**config.mk**
```make
export PLATFORM = sky130hd
export DESIGN_NAME = pl_led_axi_ctrl
export DESIGN_NICKNAME = d
export VERILOG_FILES = /design/src/rtl/pl_led_axi_ctrl.sv
export SDC_FILE = /design/constraint.sdc
export NUM_CORES = 1
export LEC_CHECK = 0
export BUFFER_PORTS_ARGS = -buffer_cell sky130_fd_sc_hd__clkbuf_2
export CAP_MARGIN = 25
export CORE_UTILIZATION = 46
export DETAILED_ROUTE_END_ITERATION = 10
export GPL_ROUTABILITY_DRIVEN = 0
export PLACE_DENSITY = 0.76
export SYNTH_ARGS = -nofsm -noshare
export SYNTH_HDL_FRONTEND = slang
export SYNTH_SLANG_ARGS = --single-unit
```
**constraint.sdc**
```tcl
create_clock -name i_clk0 -period 2 [get_ports i_clk0]
set_input_delay 0.2 -clock i_clk0 [delete_from_list [all_inputs] [get_ports i_clk0]]
set_output_delay 0.2 -clock i_clk0 [all_outputs]
set_load 0.02 [all_outputs]
```
**src/rtl/pl_led_axi_ctrl.sv**
```systemverilog
// AXI3 slave on PS7 GP0 driving the 8 board LEDs from a small register bank.
// Handles single-beat register writes and reads; bursts are drained and answered with SLVERR.
module pl_led_axi_ctrl #(
    parameter int          ID_W       = 12,
    parameter int          PRESCALE_W = 24,
    parameter logic [31:0] ID_VALUE   = 32'h1ED0_0001
) (
    input  logic            i_clk0,
    input  logic            i_rst,
    input  logic [ID_W-1:0] i_awid,
    input  logic [31:0]     i_awaddr,
    input  logic [3:0]      i_awlen,
    input  logic            i_awvalid,
    output logic            o_awready,
    input  logic [31:0]     i_wdata,
    input  logic [3:0]      i_wstrb,
    input  logic            i_wlast,
    input  logic            i_wvalid,
    output logic            o_wready,
    output logic [ID_W-1:0] o_bid,
    output logic [1:0]      o_bresp,
    output logic            o_bvalid,
    input  logic            i_bready,
    input  logic [ID_W-1:0] i_arid,
    input  logic [31:0]     i_araddr,
    input  logic [3:0]      i_arlen,
    input  logic            i_arvalid,
    output logic            o_arready,
    output logic [ID_W-1:0] o_rid,
    output logic [31:0]     o_rdata,
    output logic [1:0]      o_rresp,
    output logic            o_rlast,
    output logic            o_rvalid,
    input  logic            i_rready,
    output logic [7:0]      o_led
);

    localparam logic [1:0] W_IDLE      = 2'd0;
    localparam logic [1:0] W_COLLECT   = 2'd1;
    localparam logic [1:0] W_DRAIN     = 2'd2;
    localparam logic [1:0] W_RESP      = 2'd3;
    localparam logic [0:0] R_IDLE      = 1'b0;
    localparam logic [0:0] R_DATA      = 1'b1;
    localparam logic [1:0] RESP_OKAY   = 2'b00;
    localparam logic [1:0] RESP_SLVERR = 2'b10;

    logic                  r_en;
    logic [1:0]            r_wstate;
    logic                  r_aw_held;
    logic [1:0]            r_aw_sel;
    logic [3:0]            r_awlen;
    logic [ID_W-1:0]       r_awid;
    logic                  r_w_held;
    logic [31:0]           r_wdata;
    logic [3:0]            r_wstrb;
    logic                  r_wlast;
    logic [1:0]            r_bresp;
    logic [0:0]            r_rstate;
    logic [ID_W-1:0]       r_rid;
    logic [31:0]           r_rdata;
    logic [1:0]            r_rresp;
    logic [3:0]            r_rleft;
    logic [7:0]            r_led;
    logic [1:0]            r_mode;
    logic [PRESCALE_W-1:0] r_prescale;
    logic [PRESCALE_W-1:0] r_pcnt;

    logic                  w_aw_fire;
    logic                  w_w_fire;
    logic                  w_b_fire;
    logic                  w_ar_fire;
    logic                  w_r_fire;
    logic                  w_commit;
    logic                  w_tick;
    logic [31:0]           w_ps_merged;
    logic [31:0]           w_rd_val;
    logic                  w_unused;

    // NOTE: readies are gated by r_en so every output is 0 in the cycle after reset.
    assign o_awready = r_en && !r_aw_held && (r_wstate != W_RESP);
    assign o_wready  = r_en && (!r_w_held || (r_wstate == W_DRAIN));
    assign o_bvalid  = (r_wstate == W_RESP);
    assign o_bresp   = r_bresp;
    assign o_bid     = r_awid;
    assign o_arready = r_en && (r_rstate == R_IDLE);
    assign o_rvalid  = (r_rstate == R_DATA);
    assign o_rlast   = o_rvalid && (r_rleft == 4'd0);
    assign o_rid     = r_rid;
    assign o_rdata   = r_rdata;
    assign o_rresp   = r_rresp;
    assign o_led     = r_led;

    assign w_aw_fire = i_awvalid && o_awready;
    assign w_w_fire  = i_wvalid && o_wready;
    assign w_b_fire  = o_bvalid && i_bready;
    assign w_ar_fire = i_arvalid && o_arready;
    assign w_r_fire  = o_rvalid && i_rready;
    assign w_commit  = ((r_wstate == W_IDLE) || (r_wstate == W_COLLECT)) &&
                       r_aw_held && r_w_held && (r_awlen == 4'd0);
    assign w_tick    = (r_pcnt == r_prescale);
    assign w_unused  = ^{i_awaddr[31:4], i_awaddr[1:0], i_araddr[31:4], i_araddr[1:0]};

    // NOTE: every variable gets a default first so no latch is inferred.
    always_comb begin
        w_ps_merged = 32'(r_prescale);
        for (int b = 0; b < 4; b++) begin
            if (r_wstrb[b]) w_ps_merged[b*8 +: 8] = r_wdata[b*8 +: 8];
        end
    end

    always_comb begin
        w_rd_val = '0;
        case (i_araddr[3:2])
            2'd0:    w_rd_val[7:0]            = r_led;
            2'd1:    w_rd_val[1:0]            = r_mode;
            2'd2:    w_rd_val[PRESCALE_W-1:0] = r_prescale;
            default: w_rd_val                 = ID_VALUE;
        endcase
    end

    always_ff @(posedge i_clk0) begin
        if (i_rst) r_en <= 1'b0;
        else       r_en <= 1'b1;
    end

    always_ff @(posedge i_clk0) begin
        if (i_rst) begin
            r_wstate  <= W_IDLE;
            r_aw_held <= 1'b0;
            r_aw_sel  <= 2'd0;
            r_awlen   <= 4'd0;
            r_awid    <= '0;
            r_w_held  <= 1'b0;
            r_wdata   <= 32'd0;
            r_wstrb   <= 4'd0;
            r_wlast   <= 1'b0;
            r_bresp   <= RESP_OKAY;
        end else begin
            if (w_aw_fire) begin
                r_aw_held <= 1'b1;
                r_aw_sel  <= i_awaddr[3:2];
                r_awlen   <= i_awlen;
                r_awid    <= i_awid;
            end
            if (w_w_fire && (r_wstate != W_DRAIN)) begin
                r_w_held <= 1'b1;
                r_wdata  <= i_wdata;
                r_wstrb  <= i_wstrb;
                r_wlast  <= i_wlast;
            end
            case (r_wstate)
                W_IDLE, W_COLLECT: begin
                    if (r_aw_held && r_w_held) begin
                        r_w_held <= 1'b0;
                        if (r_awlen == 4'd0 || r_wlast) begin
                            r_bresp   <= (r_awlen == 4'd0) ? RESP_OKAY : RESP_SLVERR;
                            r_aw_held <= 1'b0;
                            r_wstate  <= W_RESP;
                        end else begin
                            r_wstate <= W_DRAIN;
                        end
                    end else if (r_aw_held || r_w_held || w_aw_fire || w_w_fire) begin
                        r_wstate <= W_COLLECT;
                    end
                end
                W_DRAIN: begin
                    if (w_w_fire && i_wlast) begin
                        r_bresp   <= RESP_SLVERR;
                        r_aw_held <= 1'b0;
                        r_wstate  <= W_RESP;
                    end
                end
                W_RESP: begin
                    if (w_b_fire) r_wstate <= (r_w_held || w_w_fire) ? W_COLLECT : W_IDLE;
                end
                default: r_wstate <= W_IDLE;
            endcase
        end
    end

    // A committed LED write is assigned after the tick update so software wins.
    always_ff @(posedge i_clk0) begin
        if (i_rst) begin
            r_led      <= 8'd0;
            r_mode     <= 2'd0;
            r_prescale <= '0;
            r_pcnt     <= '0;
        end else begin
            r_pcnt <= w_tick ? '0 : r_pcnt + 1'b1;
            if (w_tick) begin
                case (r_mode)
                    2'd1:    r_led <= r_led + 8'd1;
                    2'd2:    r_led <= {r_led[6:0], r_led[7]};
                    default: r_led <= r_led;
                endcase
            end
            if (w_commit) begin
                case (r_aw_sel)
                    2'd0: if (r_wstrb[0]) r_led <= r_wdata[7:0];
                    2'd1: if (r_wstrb[0]) r_mode <= r_wdata[1:0];
                    2'd2: begin
                        r_prescale <= w_ps_merged[PRESCALE_W-1:0];
                        r_pcnt     <= '0;
                    end
                    default: ;
                endcase
            end
        end
    end

    always_ff @(posedge i_clk0) begin
        if (i_rst) begin
            r_rstate <= R_IDLE;
            r_rid    <= '0;
            r_rdata  <= 32'd0;
            r_rresp  <= RESP_OKAY;
            r_rleft  <= 4'd0;
        end else begin
            case (r_rstate)
                R_IDLE: begin
                    if (w_ar_fire) begin
                        r_rstate <= R_DATA;
                        r_rid    <= i_arid;
                        r_rleft  <= i_arlen;
                        r_rdata  <= (i_arlen == 4'd0) ? w_rd_val : 32'd0;
                        r_rresp  <= (i_arlen == 4'd0) ? RESP_OKAY : RESP_SLVERR;
                    end
                end
                R_DATA: begin
                    if (w_r_fire) begin
                        if (r_rleft == 4'd0) r_rstate <= R_IDLE;
                        else                 r_rleft  <= r_rleft - 4'd1;
                    end
                end
                default: r_rstate <= R_IDLE;
            endcase
        end
    end

endmodule

```
==> flow_summary.json, run 1 <==
{
  "fmax_ghz": 0.5167,
  "hp-start": "i_wdata[17]",
  "io_buffers": 138,
  "drtPass1Iterations": 5,
  "die_h_um": 121.1,
  "fin_cells": 1170,
  "final_common_cell": "nand2_1",
  "grt_pass1_wl_um": 28080,
  "yosys_most_used_dff": "dfxtp_1",
  "synth-seq-area-share": 0.4691,
  "core_um2": 13880,
  "dp_cells": 1094,
  "grt_antenna_before_repair": 0,
  "path_class": "reg -> reg",
  "fill_cells": 1190,
  "cts_tree": "yes",
  "ant_nets": 0,
  "num_io_pins": 214,
  "cp-end-kind": "register",
  "hpwl_um": 11610,
  "whs_ps": 6.141,
  "reg2reg_depth": 6,
  "area_growth_pct": 30.68,
  "insertion_delay_ps": 430,
  "syn_avg_cell_area_um2": 8.193,
  "routed-via-count": 6283,
  "wl_per_cell_um": 15.07,
  "wl_um": 17640,
  "clock-sinks": 153,
  "hold_path.class": "in -> reg",
  "die_width_um": 121.1,
  "syn-instance-count": 797,
  "yosysWarnings": 0,
  "clock_skew_ps": 6.616,
  "r2r-end": "o_led[5]",
  "rsz0062_at_grt": "no",
  "nets": 1123,
  "ir_drop_mv": 0.5046,
  "clk_path_buf_depth": 2,
  "period_minus_slack_ps": 1935,
  "async_reset_ff_frac": 0,
  "via_per_inst": 5.370,
  "route.detailed.drc": 0,
  "grt_overflow": 0,
  "numCtsBuffers": 17,
  "powerDensity_nw_per_um2": 836.1,
  "cap_violations": 0,
  "final_cell_mix": "165 x nand2_1, 153 x dfxtp_1, 136 x clkbuf_2",
  "drive_above_1_share": 0.2152,
  "antenna-diode-count": 0,
  "synth_edf_count": 0,
  "fin_crit_sh": 0.9676,
  "die-area_um2": 14680,
  "grt_max_degree": 61,
  "ys_types": 57,
  "netlist_area_um2": 6530,
  "rr_startpoint": "r_awlen[3]",
  "slew_viol_final": 0,
  "worstPathMaxFanout": 15,
  "worst_ep_required_time_ps": 2340,
  "drt-initial-drc-count": 426,
  "arrival_ps": 2270,
  "cts_root_buf": "clkbuf_16",
  "grt_use_total": 0.2443,
  "hold_viol": 0,
  "ys_ff_latch": 153,
  "drt-met1-wl_um": 7320,
  "r2r_setup_slack_ps": 60,
  "crit_end": "o_led[5]",
  "num_rows": 43,
  "route.met3.wl_um": 1443,
  "topRoutingLayerUsed": "met4",
  "cts_max_level": 4,
  "setup_viol": 0,
  "worst_pin_slew_ps": 625.0,
  "start_util": 0.4704,
  "crit_start": "r_awlen[3]",
  "leakagePower_nw": 3.410,
  "slew_headroom": 0.5833,
  "routed-wl-met2_um": 8540,
  "clkSlewWorstSetupHoldPaths_ps": 60,
  "status": "finished, final reports clean",
  "grt_pass1_vias": 5838,
  "start_kind": "register"
}
[routing by layer]
layer	track usage	vias up
met3	0.06438	30
met2	0.4121	250
met5	0	-
met4	0.08256	0
li1	-	3091
met1	0.3002	2912
[where the power goes]
group	total, mW	switching, mW	leakage (nW)	internal [mW]
clock network	3.39	1.27	0.300	2.12
registers	3.18	0.0607	1.24	3.12
logic	0.562	0.322	1.87	0.239
total	7.13	1.66	3.41	5.48
[how the worst min path moves through the flow]
stage,to,slack (ps),cells after the start
final,r_wdata[17],6,3
after global routing,o_bid[6],4,3
after CTS,r_wdata[0],0.2,3
after detailed placement,o_bid[2],430,3
after global placement,o_bid[10],420,3
after floorplan,r_awlen[0],340,2
[logic make-up (layout without fill, tap and decap cells)]
| group | Yosys count | in the layout | share of synthesized area |
|---|---|---|---|
| buf+inv | 74 | 262 | 0.05269 |
| compound gates | 167 | 167 | 0.1565 |
| fa+ha+maj | 6 | 6 | 0.01150 |
| mux | 5 | 5 | 0.007856 |
| xor+xnor | 48 | 48 | 0.06438 |
| flops | 153 | 153 | 0.4691 |
| simple gates | 343 | 343 | 0.2374 |
| other cells | 1 | 6 | 0.0005743 |
[what timing repair did]
action,4_1_cts,5_1_grt
resized for setup,1,10
setup endpoints to repair,21,28
setup buffers,0,1
endpoints found under the hold margin,42,1
pin swaps,0,1
hold buffers,42,1
[state kept, by name (all words and copies together), names as in the netlist]
signal      flops
r_aw_sel        2
o_rdata        25
r_w_held        1
r_awlen         4
o_led           8
r_pcnt         24
o_rvalid        1
r_aw_held       1
r_mode          2
r_prescale     24
o_rresp         1
r_rleft         4
r_wdata        24
r_wstate        2
r_wlast         1
o_rid          12
r_wstrb         3
r_en            1
o_bid          12
o_bresp         1
[layout make-up]
cell class              instances  area (um^2)  share of cell area
clock buffers                  20        446.7             0.05235
clock inverters                12        172.7             0.02023
inverters                      20        75.07            0.008798
well taps                     180        225.2             0.02639
flip-flops and latches        153         3063              0.3589
multi-input cells             575         3169              0.3714
repair buffers                210         1381              0.1619
[synth_stat cells, types with 2 or more instances]
master       n  share of area
or3_1        3         0.0029
and2_1       5         0.0048
and3_1       5         0.0048
a21boi_0     2         0.0023
nor2_1      65          0.037
a211oi_1     4         0.0046
o22ai_1      3         0.0029
ha_1         6          0.011
o211ai_1     6         0.0069
o311ai_0     3         0.0040
buf_2        5         0.0038
nor2b_1      5         0.0048
buf_4       12          0.014
o31ai_1      2         0.0023
o2111ai_1    2         0.0027
inv_1       20          0.011
nor3_1      13          0.010
mux2i_1      4         0.0061
o21a_1       2         0.0023
xor2_1      24          0.032
clkbuf_1    33          0.019
a41o_1       2         0.0031
o21ai_0      9         0.0069
buf_6        2         0.0034
a22oi_1     16          0.018
nand4_1      9         0.0086
nand3_1     44          0.034
xnor2_1     24          0.032
a222oi_1     6         0.0092
nor4_1       7         0.0067
buf_1        2         0.0012
and4_1       5         0.0067
dfxtp_1    153           0.47
nand2b_1     5         0.0048
a21oi_1     99          0.076
nor3b_1      2         0.0023
nand2_1    168          0.097
[stage by stage]
stage | utilization | setup TNS (ps) | worst slack, ps | total power [mW] | instance area [um^2]
5_1_grt | 0.6147 | 0 | 2.788 | 7.348 | 8533
4_1_cts | 0.6120 | 0 | 2.766 | 7.129 | 8494
6_report | 0.6147 | 0 | 64.76 | 7.134 | 8533
3_5_place_dp | 0.5368 | -37.13 | -16.81 | 3.722 | 7451
3_3_place_gp | 0.5368 | -7.110 | -7.110 | 3.712 | 7451
2_1_floorplan | - | 0 | 9.013 | 3.541 | 6554
[worst max-delay path, stage by stage, from the launching register on]
cell and delay (ps):
dfxtp_1 320, or4_4 580, buf_4 170, nor4_4 260
buf_12 180, a221oi_1 50, a211oi_1 280
Power figures use the tool's default switching activity.
==> inputs of run 2 (changes only) <==
Settings changed: SETUP_SLACK_MARGIN from default to 0.15.
==> run 2 against run 1 <==
- clock skew up 1.8 ps
- sequential share of layout area fell by 1.3 points
- power down 3.2%
- first-iteration DRC count is 29% higher
- critical path type unchanged
==> flow_summary.json, run 2 (synthesized netlist as in run 1, its figures left out) <==
{
  "worst_pin_slew_ps": 607.0,
  "swShare": 0.2434,
  "period_minus_slack_ps": 1931,
  "multi_input_area_um2": 3231,
  "cts_max_level": 4,
  "worst_slack_ps": 68.62,
  "path_class": "reg -> reg",
  "numCtsBuffers": 17,
  "die-area_um2": 14680,
  "internal_power_mw": 5.225,
  "grt_max_degree": 100,
  "cts_tree": "yes",
  "worstPathMaxFanout": 6,
  "io_buffers": 138,
  "crit_chain": "or4_4, nor4b_4, buf_6, buf_12, a211o_4, clkbuf_16, nor2_1",
  "hold_path.class": "in -> reg",
  "fmax_ghz": 0.5178,
  "start_kind": "register",
  "slew_viol_final": 0,
  "route.detailed.drc": 0,
  "rsz0062_at_grt": "yes",
  "slew_headroom": 0.5944,
  "regArea_um2": 3065,
  "setup_viol": 0,
  "wl_per_cell_um": 15.44,
  "core_um2": 13880,
  "wl_um": 18380,
  "final_common_cell": "nand2_1",
  "die_width_um": 121.1,
  "path_buf_inv": 3,
  "fin_cells": 1190,
  "final_cell_mix": "160 x nand2_1, 151 x dfxtp_1, 136 x clkbuf_2",
  "antenna-diode-count": 0,
  "cpMaxStageDelayCell": "or4_4",
  "nets": 1143,
  "drtPass1Iterations": 6,
  "grt_overflow": 0,
  "fill_cells": 1133,
  "hold_viol": 0,
  "arrival_ps": 2250,
  "die_h_um": 121.1,
  "pre_cts_ws_ps": -29.42,
  "fin_crit_sh": 0.9657,
  "cp-end-kind": "register",
  "largest_reg_flops": 25,
  "powerDensity_nw_per_um2": 780.0,
  "clkSlewWorstSetupHoldPaths_ps": 60,
  "area_growth_pct": 35.58,
  "cap_violations": 0,
  "leakagePower_nw": 3.579,
  "num_rows": 43,
  "clock-sinks": 153,
  "status": "finished, final reports clean",
  "drt-initial-drc-count": 550,
  "power_mw": 6.906,
  "via_per_inst": 5.428,
  "grt_pass1_vias": 5814,
  "power_switching_mw": 1.681,
  "clkPwrFrac": 0.455,
  "cpPeakStageDelay_ps": 600,
  "grt_antenna_before_repair": 0,
  "cts_root_buf": "clkbuf_16",
  "grt_pass1_wl_um": 27810,
  "ant_nets": 0,
  "p_seq_frac": 0.461,
  "drive_above_1_share": 0.2386,
  "worst_ep_required_time_ps": 2320,
  "start_util": 0.4704,
  "clock_skew_ps": 8.458,
  "insertion_delay_ps": 430,
  "num_io_pins": 214,
  "clk_path_buf_depth": 2,
  "cpLargestDelayFamily": "simple AND/OR/NAND/NOR gates",
  "ir_drop_mv": 0.6004,
  "routed-via-count": 6459,
  "grt_use_total": 0.2417,
  "pwr-share-comb": 0.084,
  "hpwl_um": 11370,
  "dp_cells": 1094
}
-- run 2: cell count changes in the layout (fill, tap and decap cells not counted), moves of 3 or more --
| cell | before | now |
|---|---|---|
| buf_6 | 0 | 5 |
| clkbuf_16 | 17 | 22 |
| clkinv_4 | 1 | 5 |
| dlygate4sd3_1 | 43 | 49 |
| nand2_1 | 165 | 160 |
| nand2_2 | 3 | 6 |
-- run 2: cell type report --
| type | count | area share |
|---|---|---|
| multi-input combinational | 575 | 0.3649 |
| timing repair buffer | 230 | 0.1895 |
| clock buffer | 19 | 0.04890 |
| tap | 180 | 0.02544 |
| clock inverter | 13 | 0.01653 |
| sequential | 153 | 0.3462 |
| inverter | 20 | 0.008479 |
-- run 2: power by group through the flow --
stage	clock network (mW)	logic [mW]	registers (mW)
floorplan	0	0.280	3.26
global placement	0	0.467	3.24
detailed placement	0	0.474	3.25
CTS	3.19	0.556	3.18
global route	3.32	0.631	3.19
finish	3.14	0.579	3.18
-- run 2: final timing paths --
check	from	endpoint	slack [ps]	cells past startpoint
max reg2reg	r_awlen[3]	r_pcnt[21]	70	7
min	i_wstrb[0]	r_wstrb[0]	10	3
min reg2reg	o_bid[3]	o_bid[3]	450	2
max	r_awlen[3]	r_pcnt[21]	70	7
-- run 2: layer usage --
layer | vias to the layer above | part of all wire | wire length, um | global-route usage
met2 | 259 | 0.48 | 8829 | 0.3975
met5 | - | 0 | 0 | 0
met4 | 0 | 0.022 | 397 | 0.08796
met3 | 33 | 0.072 | 1332 | 0.06391
li1 | 3136 | - | - | -
met1 | 3031 | 0.43 | 7816 | 0.3030
-- run 2: repair_timing --
| item | in CTS | in global routing |
|---|---|---|
| endpoints found under the setup margin | 57 | 60 |
| buffers inserted | 1 | 7 |
| hold buffers | 48 | 1 |
| gates resized for setup | 9 | 26 |
| hold endpoints to repair | 48 | 1 |
| pin swaps | 1 | 5 |
| gates cloned | 0 | 7 |
-- run 2: tightest hold or removal path: stages --
cell and delay (ps):
clkbuf_2 90, nand2_1 50, a21oi_1 50
-- run 2: metrics by stage --
step	util	area, um^2	hold slack (ps)	setup TNS [ps]
after floorplan	-	6555	336.0	0
after CTS	0.6161	8552	0.2696	0
after detailed placement	0.5377	7463	428.6	-469.0
after global placement	0.5377	7463	421.9	-270.1
final	0.6378	8853	12.85	0
after global routing	0.6378	8853	17.04	0
==> inputs of run 3 (changes only) <==
Settings changed: ABC_AREA from default to 1, PLACE_DENSITY 0.76 to 0.75.
==> run 3 against run 2 <==
- via count down 1.5%
- clock power up 1%
- clock skew down 1.2 ps
- worst setup slack better by 220 ps
- critical path depth up 1
- first-iteration DRC count down 25%
- cell area down 5.3%
- clock-buffer cell count up 6
- area after synthesis up 5.2%
- non-clock buffer count down 64
- utilization down 6.1 points
- largest cell class unchanged
==> flow_summary.json, run 3 <==
{
  "status": "finished, final reports clean",
  "fin_cells": 1256,
  "die_width_um": 124.2,
  "grt_pass1_wl_um": 27950,
  "via_per_inst": 5.063,
  "ir_drop_mv": 0.5271,
  "cpMaxStageDelayCell": "dfxtp_1",
  "die_h_um": 124.2,
  "antenna-diode-count": 0,
  "yosys_most_used_dff": "dfxtp_1",
  "hold_path.class": "in -> reg",
  "tns_ps": 0,
  "cts_tree": "yes",
  "worstPathMaxFanout": 7,
  "worst_ep_required_time_ps": 2310,
  "io_buffers": 138,
  "cts_max_level": 4,
  "pwr-share-comb": 0.083,
  "clk_path_buf_depth": 2,
  "ant_nets": 0,
  "clkPwrFrac": 0.457,
  "slew_viol_final": 0,
  "period_minus_slack_ps": 1716,
  "swShare": 0.2355,
  "area_growth_pct": 22.11,
  "wl_um": 17160,
  "worst_slack_ps": 284.5,
  "p_seq_frac": 0.460,
  "setup_viol": 0,
  "drive_above_1_share": 0.2118,
  "pre_cts_ws_ps": 224.3,
  "path_class": "reg -> reg",
  "placed_area_um2": 7729,
  "cp_common_cell": "nand2_1",
  "leakagePower_nw": 3.745,
  "routed-via-count": 6359,
  "crit_chain": "nand2_1, nor2_2, inv_2, nor2_4, a21oi_1, nand2_1, buf_4, nor2_1",
  "cts_root_buf": "clkbuf_16",
  "fin_area_um2": 8388,
  "powerDensity_nw_per_um2": 829.4,
  "hold_depth": 3,
  "clock_skew_ps": 7.226,
  "cpPeakStageDelay_ps": 390,
  "start_util": 0.4726,
  "grt_max_degree": 68,
  "utilization": 0.5771,
  "insertion_delay_ps": 420,
  "num_io_pins": 214,
  "final_cell_mix": "200 x nand2_1, 150 x dfxtp_1, 138 x clkbuf_2",
  "fmax_ghz": 0.5829,
  "nets": 1205,
  "netlist_area_um2": 6869,
  "clock-sinks": 153,
  "grt_pass1_vias": 5695,
  "clkSlewWorstSetupHoldPaths_ps": 60,
  "dp_cells": 1217,
  "synthTopCellsByCount": "200 x nand2_1, 153 x dfxtp_1, 117 x a21oi_1",
  "syn_avg_cell_area_um2": 7.507,
  "fin_crit_sh": 0.8578,
  "grt_antenna_before_repair": 0,
  "route.detailed.drc": 0,
  "core_um2": 14530,
  "grt_overflow": 0,
  "wl_per_cell_um": 13.66,
  "yosys.cell_count.top_type": "nand2_1",
  "numCtsBuffers": 17,
  "drt-initial-drc-count": 414,
  "die-area_um2": 15430,
  "start_kind": "register",
  "ys_types": 43,
  "ys_ff_latch": 153,
  "final_common_cell": "nand2_1",
  "rr_startpoint": "r_w_held",
  "reg2reg_depth": 8,
  "num_rows": 44,
  "arrival_ps": 2030,
  "r2r-end": "r_pcnt[16]",
  "ys_top_cells_by_area": "dfxtp_1 45%, nand2_1 11%, a21oi_1 8.5%",
  "hold_end": "o_rid[5]",
  "r2r_setup_slack_ps": 280,
  "hp-start": "i_arid[5]",
  "yosysTopAreaCell": "dfxtp_1",
  "rsz0062_at_grt": "no",
  "synth_edf_count": 0,
  "synth_top_area_frac": 0.4459,
  "drtPass1Iterations": 4,
  "power_switching_mw": 1.638,
  "internal_power_mw": 5.319,
  "hpwl_um": 12460,
  "async_reset_ff_frac": 0,
  "largest_reg_flops": 25,
  "hold_viol": 0,
  "cp-end-kind": "register",
  "cap_violations": 0,
  "yosysWarnings": 0,
  "syn-instance-count": 915,
  "synth-seq-area-share": 0.4459,
  "grt_use_total": 0.2250
}
==> run 3: timing repair <==
item,4_1_cts,5_1_grt
hold buffers,3,0
endpoints found under the setup margin,0,13
hold endpoints to repair,3,0
resized for setup,0,6
buffers inserted,0,4
==> run 3: power by group through the flow <==
stage,clock [mW],combinational (mW),sequential [mW]
after floorplan,0,0.345,3.29
after global placement,0,0.565,3.26
after detailed placement,0,0.574,3.27
after CTS,3.23,0.582,3.20
after global routing,3.38,0.651,3.21
final,3.18,0.581,3.20
==> run 3: how the worst max path moves through the flow <==
| stage | from | endpoint | slack (ps) | cells past startpoint |
|---|---|---|---|---|
| 2_1_floorplan | r_wstate[1] | r_wstrb[0] | 370 | 8 |
| 3_3_place_gp | r_w_held | o_led[0] | 280 | 9 |
| 3_5_place_dp | r_w_held | o_led[3] | 220 | 9 |
| 4_1_cts | r_w_held | o_led[2] | 170 | 9 |
| 5_1_grt | r_pcnt[11] | r_pcnt[23] | 170 | 12 |
| 6_report | r_w_held | r_pcnt[16] | 280 | 8 |
==> run 3: layout make-up <==
class / instances / area, um^2
tap: 184 / 230.2
sequential: 153 / 3067
inverter: 104 / 390.4
clock buffer: 25 / 495.5
timing repair buffer: 166 / 933.4
clock inverter: 7 / 90.09
multi-input combinational: 617 / 3182
fill: 1335 / 6146
==> run 3: metal layers <==
layer,track usage,share of wire
met5,0,0
met4,0.07938,0.017
met3,0.04957,0.056
met2,0.3848,0.49
met1,0.2767,0.44
==> run 3: cells by family (layout without fill, tap and decap cells) <==
kind of cell / count (synthesis) / in the layout / share of synthesized area
flip-flops: 153 / 153 / 0.4459
AND/OR/NAND/NOR: 356 / 356 / 0.2426
other: 1 / 6 / 0.0005459
AO/OA/AOI/OAI: 218 / 218 / 0.1654
adder cells (fa/ha/maj): 6 / 6 / 0.01093
XOR/XNOR: 31 / 31 / 0.03953
buffers and inverters: 150 / 302 / 0.09508
==> run 3: worst max-delay path: cells and delay by family (launching register included) <==
kind                   cells  cell delay [ps]
buffers and inverters      2              310
and+or+nand+nor            5              800
DFF                        1              390
AOI/OAI and AO/OA          1              110
==> run 3: through the flow <==
stage / power, mW / hold WS (ps)
after floorplan: 3.639 / 311.8
after global placement: 3.828 / 425.2
after detailed placement: 3.841 / 420.8
after CTS: 7.014 / 1.604
after global routing: 7.243 / 4.775
final: 6.957 / 18.00
